--- src/rtl/booth_radix4_multiplier.sv ---
// Registered 8-bit add / subtract / radix-4 Booth multiply behind a start/done handshake.
// Build option UNSIGNED_MUL_EN: multiply treats a and b as unsigned (5 iterations instead of 4).
module booth_radix4_multiplier (
  input  logic        clk,
  input  logic        rst_n,
  input  logic        start,
  input  logic [1:0]  op,
  input  logic [7:0]  a,
  input  logic [7:0]  b,
  input  logic        cin,
  output logic [15:0] result,
  output logic        cout,
  output logic        busy,
  output logic        done
);

`ifdef UNSIGNED_MUL_EN
  localparam int         MW   = 10;
  localparam logic [2:0] LAST = 3'd4;
`else
  localparam int         MW   = 8;
  localparam logic [2:0] LAST = 3'd3;
`endif

  typedef enum logic {IDLE, MUL} state_t;

  state_t state, state_nxt;
  logic          load_mul, addsub_go, mul_last, is_sub;
  logic signed [11:0] mc_p0, hi_p0;
  logic [MW-1:0] lo_p0;
  logic          q_p0;
  logic [2:0]    cnt_p0;

  logic [11:0]   add_x, add_y, add_sum;
  logic          add_ci, add_c8;
  logic [11:0]   next_hi;
  logic [MW-1:0] next_lo;

  // 12-bit adder built from three 4-bit carry-skip blocks; also returns the carry out of bit 7.
  function automatic logic [12:0] cskip_add(input logic [11:0] x, input logic [11:0] y,
                                            input logic ci);
    logic [11:0] p, g, s;
    logic        c, blk_c, c8;
    p  = x ^ y;
    g  = x & y;
    c  = ci;
    c8 = 1'b0;
    s  = '0;
    for (int blk = 0; blk < 3; blk++) begin
      blk_c = c;
      for (int i = 0; i < 4; i++) begin
        s[4*blk+i] = p[4*blk+i] ^ c;
        c          = g[4*blk+i] | (p[4*blk+i] & c);
      end
      if (&p[4*blk +: 4]) c = blk_c;
      if (blk == 1) c8 = c;
    end
    return {c8, s};
  endfunction

  assign is_sub = (op == 2'b01);
  assign busy   = (state == MUL);

  always_ff @(posedge clk) begin
    if (!rst_n) state <= IDLE;
    else        state <= state_nxt;
  end

  always_comb begin
    state_nxt = state;
    load_mul  = 1'b0;
    addsub_go = 1'b0;
    mul_last  = 1'b0;
    case (state)
      IDLE: begin
        if (start) begin
          if (op == 2'b10) begin
            load_mul  = 1'b1;
            state_nxt = MUL;
          end else begin
            addsub_go = 1'b1;
          end
        end
      end
      MUL: begin
        if (cnt_p0 == 3'd0) begin
          mul_last  = 1'b1;
          state_nxt = IDLE;
        end
      end
      default: state_nxt = IDLE;
    endcase
  end

  // Adder is shared: Booth digit times multiplicand while multiplying, the ports otherwise.
  always_comb begin
    add_x  = {4'h0, a};
    add_y  = is_sub ? {4'h0, ~b} : {4'h0, b};
    add_ci = is_sub ? ~cin : cin;
    if (state == MUL) begin
      add_x = hi_p0;
      case ({lo_p0[1:0], q_p0})
        3'b001, 3'b010: begin add_y = mc_p0;                  add_ci = 1'b0; end
        3'b011:         begin add_y = {mc_p0[10:0], 1'b0};    add_ci = 1'b0; end
        3'b100:         begin add_y = ~{mc_p0[10:0], 1'b0};   add_ci = 1'b1; end
        3'b101, 3'b110: begin add_y = ~mc_p0;                 add_ci = 1'b1; end
        default:        begin add_y = '0;                     add_ci = 1'b0; end
      endcase
    end
    {add_c8, add_sum} = cskip_add(add_x, add_y, add_ci);
    next_hi = {add_sum[11], add_sum[11], add_sum[11:2]};
    next_lo = {add_sum[1:0], lo_p0[MW-1:2]};
  end

  always_ff @(posedge clk) begin
    if (!rst_n) begin
      result <= '0;
      cout   <= 1'b0;
      done   <= 1'b0;
      mc_p0  <= '0;
      hi_p0  <= '0;
      lo_p0  <= '0;
      q_p0   <= 1'b0;
      cnt_p0 <= '0;
    end else begin
      done <= 1'b0;
      if (addsub_go) begin
        result <= {8'h00, add_sum[7:0]};
        cout   <= is_sub ? ~add_c8 : add_c8;
        done   <= 1'b1;
      end
      if (load_mul) begin
`ifdef UNSIGNED_MUL_EN
        mc_p0 <= {4'h0, a};
        lo_p0 <= {2'b00, b};
`else
        mc_p0 <= {{4{a[7]}}, a};
        lo_p0 <= b;
`endif
        hi_p0  <= '0;
        q_p0   <= 1'b0;
        cnt_p0 <= LAST;
      end
      if (state == MUL) begin
        hi_p0  <= next_hi;
        lo_p0  <= next_lo;
        q_p0   <= lo_p0[1];
        cnt_p0 <= cnt_p0 - 3'd1;
        if (mul_last) begin
          result <= {next_hi[15-MW:0], next_lo};
          cout   <= 1'b0;
          done   <= 1'b1;
        end
      end
    end
  end

endmodule

--- config.mk ---
export PLATFORM = sky130hd
export DESIGN_NAME = booth_radix4_multiplier
export DESIGN_NICKNAME = d
export VERILOG_FILES = /design/src/rtl/booth_radix4_multiplier.sv
export SDC_FILE = /design/constraint.sdc
export NUM_CORES = 1
export LEC_CHECK = 0
export ABC_AREA = 1
export CAP_MARGIN = 20
export CORE_MARGIN = 3
export CORE_UTILIZATION = 59
export CTS_BUF_LIST = sky130_fd_sc_hd__clkbuf_8 sky130_fd_sc_hd__clkbuf_16
export CTS_CLUSTER_SIZE = 16
export DETAILED_ROUTE_END_ITERATION = 7
export PLACE_DENSITY = 0.95
export SLEW_MARGIN = 5
export SYNTH_ARGS = -nofsm -noshare
export SYNTH_HDL_FRONTEND = slang
export SYNTH_SLANG_ARGS = --single-unit
--- constraint.sdc ---
create_clock -name clk -period 15.1 [get_ports clk]
set_input_delay 3.02 -clock clk [delete_from_list [all_inputs] [get_ports clk]]
set_output_delay 3.02 -clock clk [all_outputs]
set_load 0.02 [all_outputs]
==> Flow_metrics.wiki, run 1 <==
{| class="wikitable"
! Metric !! Value
|-
| Result of the run || finished clean
|-
| Number of flip-flops and latches in the synthesized netlist || 49
|-
| Most numerous cell on the critical path || sky130_fd_sc_hd__fa_1
|-
| F_max || approximately 0.11 GHz
|-
| Clock slew seen by the registers of the worst setup and hold paths || around 90 ps
|-
| Final weighted congestion in routability-driven placement || between 0.8 and 0.9
|-
| Gates resized, CTS repair || 0
|-
| Level count of the clock H-tree || 2
|-
| Post-synthesis cell type count || 36
|-
| Worst vdd ir || 0.0785 mV
|-
| Total count of max-transition violations in the final report || 0
|-
| Count of pins on the block boundary || approximately 40
|-
| Via count of the first global-routing pass || 2683
|-
| Multiplexer area fraction after synthesis || 0
|-
| Antenna cell count || 0
|-
| Post-synthesis adder-cell area fraction || 0.123
|-
| Number of non-filler instances in the completed layout || around 500
|-
| Placeable Area || 4790 sq um
|-
| Leading register cell type out of synthesis || sky130_fd_sc_hd__dfxtp_1
|-
| Total number of vias || ~2900
|-
| Unrepaired setup endpoints after global routing || no
|-
| Data arrival time of the worst path || a little over 9000 ps
|-
| Logic depth of the worst path, buffers included || 25
|-
| Initial drt markers || about 280
|-
| Combinational family with the most area after synthesis || simple AND/OR/NAND/NOR gates
|-
| Count of filler cells inserted in the layout || 346
|-
| Hold path cells || 2
|-
| Launching point of the worst reg2reg path || lo_p0[1]
|-
| Num rows || 25
|-
| Worst Path Required || 15320 ps
|-
| Total wirelength of the detailed-routed design || between 7 and 8 mm
|-
| Actual slew at the worst max-slew pin || approximately 960 ps
|-
| Aggregate global-route resource usage || 0.260
|-
| EDFF count, synth || 0
|-
| Total negative slack || 0 ps
|-
| Overall die height || between 70 and 80 um
|-
| Clock skew after layout || ~7.3 ps
|-
| Initial antenna violation count || 0
|-
| Min-Delay Startpoint || hi_p0[10]
|-
| Post-layout minimum cycle time || around 9000 ps
|-
| Hold Worst Slack || between 400 and 500 ps
|-
| Fraction of final layout cells sized beyond drive strength 1 || 0.0968
|-
| Fraction of synthesis flops using an asynchronous set or reset pin || 0
|-
| Post-Synthesis Mean Instance Area || 7.39 sq um
|-
| Worst setup path class || in -> reg
|-
| Placed Cells incl. Taps || about 490
|-
| Number of maximum-capacitance violations || 0
|-
| Number of nets in the layout || about 480
|-
| Cell count of the worst reg-to-reg path || 24
|-
| Hold crit path type || reg -> reg
|-
| Worst min-delay path endpoint || hi_p0[10]
|-
| DRC viols || 0
|-
| Crit path launch type || input pin
|-
| Input/output buffers || 40
|-
| CTS hold repair buffers || 0
|-
| Area of the mapped netlist || ~3000 sq um
|-
| Register-to-register path setup slack || approximately 8900 ps
|-
| Detailed-router iteration count before antenna repair || 5
|-
| Buffers from clock root to sink, at most || 2
|-
| Leakage || approximately 1.4 nW
|-
| Fraction of the cycle the final worst path needs || 0.595
|-
| Basic-gate share of the synthesized area counting and, or, nand and nor cells || 0.279
|-
| Pin count of the biggest net entering global routing || 49
|-
| Library cell contributing the largest single delay on the critical path || sky130_fd_sc_hd__clkdlybuf4s50_1
|-
| Clock Root Buffer || sky130_fd_sc_hd__clkbuf_8
|-
| Area fraction in compound gates after synthesis || 0.154
|-
| Worst R2R End || hi_p0[10]
|-
| Sink count of the clock tree || a little under 50
|-
| Area growth from synthesis to final layout || 17.6%
|-
| Number of buffer and inverter instances along the worst setup path || 4
|-
| Count of endpoints failing hold in the final timing report || 0
|-
| Highest net fanout along the worst path || 10
|-
| Half-perimeter wire length after placement || between 5 and 6 mm
|-
| Total grt overflow || 0
|-
| Clock latency of the later-clocked register in the worst-skew pair || 310 ps
|-
| Sequential share of the synthesized area || 0.331
|-
| Total Die Area || approximately 5900 sq um
|-
| Synthesized-area fraction occupied by xor and xnor cells || 0.0236
|-
| Width of the die || just under 80 um
|-
| TritonCTS buffer count || 5
|-
| WL per Instance || ~15 um
|-
| Max-slew headroom at the worst pin || 0.353
|-
| Detail Route Antenna Nets || 0
|-
| Endpoint type of the worst setup path || register
|-
| Clock tree from TritonCTS || yes
|-
| Power per cell area || slightly below 100 nW/um^2
|-
| Syn Inst Count || between 400 and 500
|-
| Largest delay contributor family on the critical path || adder cells
|-
| Worst path max stage delay || 550 ps
|-
| Post-CTS setup buffers || 0
|-
| Number of nets produced by synthesis || roughly 450
|-
| Yosys synthesis warning count || 0
|-
| Via density per instance || ~5.7
|-
| Global-route wire length before repair || 12.4 mm
|-
| Effective utilization at floorplan || 0.619
|-
| Number of setup violations in the final report || 0
|}
worst reg2reg max path: stages (launching register included):
cell and delay, ps:
sky130_fd_sc_hd__dfxtp_1 430, sky130_fd_sc_hd__nand3_1 140, sky130_fd_sc_hd__nand2_1 180, sky130_fd_sc_hd__a22oi_1 190, sky130_fd_sc_hd__nand3_1 110, sky130_fd_sc_hd__o21ai_1 250
sky130_fd_sc_hd__fa_1 220, sky130_fd_sc_hd__inv_1 50, sky130_fd_sc_hd__fa_1 370, sky130_fd_sc_hd__fa_1 360, sky130_fd_sc_hd__inv_1 70, sky130_fd_sc_hd__nand2_1 90
sky130_fd_sc_hd__nand2_1 80, sky130_fd_sc_hd__inv_1 60, sky130_fd_sc_hd__fa_1 430, sky130_fd_sc_hd__fa_1 390, sky130_fd_sc_hd__fa_1 390, sky130_fd_sc_hd__fa_1 370
sky130_fd_sc_hd__nand2_1 130, sky130_fd_sc_hd__nand2_1 100, sky130_fd_sc_hd__fa_1 470, sky130_fd_sc_hd__fa_1 430, sky130_fd_sc_hd__fa_1 380, sky130_fd_sc_hd__or2_2 290
sky130_fd_sc_hd__a21oi_1 130
power breakdown:
group          leakage [nW]  switching (W)  internal [W]
logic                 0.944      0.0000582     0.0000378
registers             0.400     0.00000523      0.000138
clock network        0.0574      0.0000458     0.0000539
state kept, by name, summed over array words and instances, names as in the netlist:
register	count
cnt_p0	3
mc_p0	8
done	1
hi_p0	10
cout	1
busy	1
result	16
q_p0	1
lo_p0	8
cell type report:
class / count / area (sq um) / area share
Multi-Input combinational cell: 290 / 1720 / 0.493
Clock inverter: 2 / 37.5 / 0.0108
Sequential cell: 49 / 982 / 0.282
Tap cell: 67 / 83.8 / 0.0241
Inverter: 46 / 173 / 0.0496
Clock buffer: 6 / 82.6 / 0.0237
Timing Repair Buffer: 41 / 408 / 0.117
how the worst max path moves through the flow:
stage | startpoint | end | slack [ps]
2_1_floorplan | op[1] | hi_p0[10] | 6740
3_3_place_gp | op[0] | hi_p0[10] | 6100
3_5_place_dp | op[0] | hi_p0[10] | 5870
4_1_cts | op[0] | hi_p0[10] | 6150
5_1_grt | op[0] | hi_p0[10] | 5800
6_report | op[0] | hi_p0[10] | 6120
kinds of logic (layout without fill, tap and decap cells):
kind of cell             count (synthesis)  in the layout
AND/OR/NAND/NOR                        184            184
flip-flops                              49             49
adder cells (fa/ha/maj)                 22             22
AO/OA/AOI/OAI                           76             76
XOR/XNOR                                 8              8
buffers and inverters                   62             95
routing by layer:
metal | part of all wire | wire length [um] | GRT usage
met1 | 0.39 | 2900 | 0.318
met5 | 0 | 0 | 0
met4 | 0.034 | 254 | 0.116
met3 | 0.098 | 731 | 0.0563
met2 | 0.48 | 3540 | 0.437
cells in the mapped netlist (all sizes together) (5+ instances only):
| master | number | share of area |
|---|---|---|
| a31oi | 9 | 0.019 |
| a21oi | 32 | 0.059 |
| dfxtp | 49 | 0.33 |
| fa | 12 | 0.081 |
| nor3 | 14 | 0.031 |
| nor4 | 5 | 0.011 |
| nand3 | 15 | 0.030 |
| buf | 11 | 0.025 |
| nor2 | 14 | 0.029 |
| ha | 10 | 0.042 |
| xor2 | 8 | 0.024 |
| a22oi | 7 | 0.018 |
| o21ai | 24 | 0.048 |
| inv | 45 | 0.057 |
| clkbuf | 5 | 0.0063 |
| nand2 | 133 | 0.17 |
cells in the final DEF (no fill, tap or decap):
cell,netlist,routed
sky130_fd_sc_hd__nor4_1,5,5
sky130_fd_sc_hd__nor2_4,1,1
sky130_fd_sc_hd__o21ai_0,15,15
sky130_fd_sc_hd__a21oi_1,30,30
sky130_fd_sc_hd__clkinvlp_4,0,1
sky130_fd_sc_hd__nor3_1,12,12
sky130_fd_sc_hd__nand3_2,3,3
sky130_fd_sc_hd__nor2_2,4,4
sky130_fd_sc_hd__xor2_1,8,8
sky130_fd_sc_hd__o21ai_2,6,6
sky130_fd_sc_hd__clkbuf_8,0,6
sky130_fd_sc_hd__nor2_1,8,8
sky130_fd_sc_hd__clkdlybuf4s50_1,0,40
sky130_fd_sc_hd__bufinv_16,0,1
sky130_fd_sc_hd__nand4_1,2,2
sky130_fd_sc_hd__dfxtp_1,49,48
sky130_fd_sc_hd__dfxtp_2,0,1
sky130_fd_sc_hd__o211ai_1,2,2
sky130_fd_sc_hd__inv_2,9,9
sky130_fd_sc_hd__clkinv_1,1,1
sky130_fd_sc_hd__a22oi_1,7,7
sky130_fd_sc_hd__a21oi_4,1,1
sky130_fd_sc_hd__ha_1,10,10
sky130_fd_sc_hd__a211oi_1,1,1
sky130_fd_sc_hd__or2_2,1,1
sky130_fd_sc_hd__o22ai_1,1,1
sky130_fd_sc_hd__o21ai_1,3,3
sky130_fd_sc_hd__nand2_1,130,130
sky130_fd_sc_hd__nand3_1,12,12
sky130_fd_sc_hd__nor3_4,2,2
sky130_fd_sc_hd__fa_1,12,12
sky130_fd_sc_hd__inv_1,36,36
sky130_fd_sc_hd__a31oi_1,9,9
sky130_fd_sc_hd__nor2_8,1,1
sky130_fd_sc_hd__a21oi_2,1,1
sky130_fd_sc_hd__nand2_2,3,3
sky130_fd_sc_hd__buf_4,3,1
stage by stage:
stage | area, sq um | worst slack (ps) | utilization | power [W]
2_1_floorplan | 2960 | 6740 | - | 0.000207
3_3_place_gp | 3360 | 6100 | 0.703 | 0.000236
3_5_place_dp | 3360 | 5870 | 0.703 | 0.000239
4_1_cts | 3480 | 6150 | 0.728 | 0.000338
5_1_grt | 3480 | 5800 | 0.728 | 0.000353
6_report | 3480 | 6120 | 0.728 | 0.000339
(Power assumes the default switching activity.)
==> run 2, diff against run 1 <==
- CORE_UTILIZATION: 59 -> 50
- PLACE_DENSITY: 0.95 -> 0.88
- clock period: 15.1 -> 7.8 ns (I/O delays scaled with it)
==> run 2 against run 1 <==
Compared with the run above:
- sequential power rose by 94%
- clock power rose by 87%
- register-to-register slack got worse by 7300 ps
- critical path type unchanged
- largest cell class unchanged
==> Flow_metrics.wiki, run 2 (synthesized netlist as in run 1, its figures left out) <==
{| class="wikitable"
! Metric !! Value
|-
| Result of the run || finished clean
|-
| Pin count of the biggest net entering global routing || 49
|-
| Sink count of the clock tree || 49
|-
| Crit path launch type || input pin
|-
| Total number of vias || 2764
|-
| Total negative slack || 0 ps
|-
| Num rows || 27
|-
| Initial antenna violation count || 0
|-
| Effective utilization at floorplan || 0.528
|-
| Aggregate global-route resource usage || 0.215
|-
| Worst Path Required || roughly 8000 ps
|-
| Global-route wire length before repair || 12.3 mm
|-
| Placeable Area || roughly 5600 sq um
|-
| Hold Worst Slack || ~470 ps
|-
| Post-layout minimum cycle time || about 7300 ps
|-
| Number of nets in the layout || 478
|-
| Number of buffer and inverter instances along the worst setup path || 4
|-
| Count of endpoints failing hold in the final timing report || 0
|-
| Clock tree from TritonCTS || yes
|-
| Antenna cell count || 0
|-
| Detail Route Antenna Nets || 0
|-
| Endpoint type of the worst setup path || register
|-
| Register-to-register path setup slack || 1560 ps
|-
| Clock skew after layout || approximately 8.5 ps
|-
| Fraction of final layout cells sized beyond drive strength 1 || 0.0966
|-
| Hold crit path type || reg -> reg
|-
| Worst path max stage delay || 560 ps
|-
| Data arrival time of the worst path || 7550 ps
|-
| Total grt overflow || 0
|-
| Input/output buffers || 40
|-
| Switching part of the total power || 0.327
|-
| Level count of the clock H-tree || 2
|-
| Area growth from synthesis to final layout || 17.7%
|-
| Worst setup path class || in -> reg
|-
| TritonCTS buffer count || 5
|-
| Leakage || between 1 and 1.5 nW
|-
| Via count of the first global-routing pass || around 2600
|-
| Half-perimeter wire length after placement || ~5.3 mm
|-
| CTS hold repair buffers || 0
|-
| DRC viols || 0
|-
| Most common cell after layout, fill and taps aside || sky130_fd_sc_hd__nand2_1
|-
| Combinational fraction of design power || 0.286
|-
| Total count of max-transition violations in the final report || 0
|-
| Fraction of the cycle the final worst path needs || 0.940
|-
| Clock latency of the later-clocked register in the worst-skew pair || 310 ps
|-
| Count of filler cells inserted in the layout || 491
|-
| Highest net fanout along the worst path || 4
|-
| Via density per instance || around 5.5
|-
| Clock power share || 0.286
|-
| WL per Instance || 14.3 um
|-
| Number of maximum-capacitance violations || 0
|-
| Initial drt markers || ~230
|-
| Final weighted congestion in routability-driven placement || ~0.90
|-
| Power per cell area || 186 nW/um^2
|-
| Buffers from clock root to sink, at most || 2
|-
| Unrepaired setup endpoints after global routing || no
|-
| Most flop-heavy register || result
|-
| Post-CTS setup buffers || 0
|-
| Total wirelength of the detailed-routed design || between 7 and 8 mm
|-
| Internal power contribution || between 0.0004 and 0.0005 W
|-
| Clock slew seen by the registers of the worst setup and hold paths || 90 ps
|-
| Overall die height || 83.0 um
|-
| Leading cell types in the layout, fill and taps excluded || 130 x sky130_fd_sc_hd__nand2_1, 48 x sky130_fd_sc_hd__dfxtp_1, 40 x sky130_fd_sc_hd__clkdlybuf4s50_1
|-
| Share of total power in sequential cells || 0.428
|-
| Number of flip-flops in the largest register || 16
|-
| P_sw || 0.000212 W
|-
| Largest registers || result (16), hi_p0 (10)
|-
| Total Die Area || between 6000 and 7000 sq um
|-
| F_max || 0.136 GHz
|-
| Largest delay contributor family on the critical path || adder cells
|-
| Library cell contributing the largest single delay on the critical path || sky130_fd_sc_hd__clkdlybuf4s50_1
|-
| Max-slew headroom at the worst pin || 0.369
|-
| Worst vdd ir || 0.0864 mV
|-
| Gates resized, CTS repair || 0
|-
| Most numerous cell on the critical path || sky130_fd_sc_hd__fa_1
|-
| Detailed-router iteration count before antenna repair || 4
|-
| Actual slew at the worst max-slew pin || between 900 and 1000 ps
|-
| Count of pins on the block boundary || a little over 40
|-
| Width of the die || ~83 um
|-
| Number of setup violations in the final report || 0
|-
| Clock Root Buffer || sky130_fd_sc_hd__clkbuf_8
|}
-- run 2: power by group through the flow --
stage / combinational [W] / clock, W / sequential [W]
2_1_floorplan: 0.000109 / 0 / 0.000292
3_3_place_gp: 0.000177 / 0 / 0.000283
3_5_place_dp: 0.000183 / 0 / 0.000283
4_1_cts: 0.000184 / 0.000187 / 0.000278
5_1_grt: 0.000206 / 0.000198 / 0.000279
6_report: 0.000185 / 0.000186 / 0.000278
-- run 2: path summary, 6_finish.rpt --
path,to,depth (start not counted),start
worst max register to register,hi_p0[10],23,busy
worst min-delay path,result[11],2,result[11]
worst min register to register,result[11],2,result[11]
worst max-delay path,hi_p0[10],25,op[0]
-- run 2: metrics by stage --
step	cell area (sq um)	utilization	total power [W]	setup slack, ps	std cells
4_1_cts	3490	0.622	0.000649	478	507
3_3_place_gp	3380	0.602	0.000460	353	499
3_5_place_dp	3380	0.602	0.000465	139	499
5_1_grt	3490	0.622	0.000684	224	507
6_report	3490	0.622	0.000648	469	507
2_1_floorplan	2960	-	0.000401	896	401
-- run 2: worst register-to-register path: cells and delay by family (launching register included) --
kind                       cells  cell delay (ps)
and+or+nand+nor                7             1020
buffers and inverters          4              640
AOI/OAI and AO/OA              1              130
adders and majority gates     11             4000
DFF                            1              340
-- run 2: cell type report --
| class | instances | area (sq um) | area share |
|---|---|---|---|
| Multi-Input combinational cell | 290 | 1720 | 0.492 |
| Sequential cell | 49 | 982 | 0.282 |
| Timing Repair Buffer | 42 | 415 | 0.119 |
| Inverter | 46 | 173 | 0.0495 |
| Tap cell | 72 | 90.1 | 0.0258 |
| Clock buffer | 5 | 68.8 | 0.0197 |
| Clock inverter | 3 | 42.5 | 0.0122 |
-- run 2: metal layers --
metal  GRT usage  vias to the layer above  routed length (um)
met5           0                        -                   0
met3      0.0437                       16                 404
met1       0.274                     1293                3140
met2       0.356                       97                3570
met4      0.0862                        0                 162
li1            -                     1358                   -
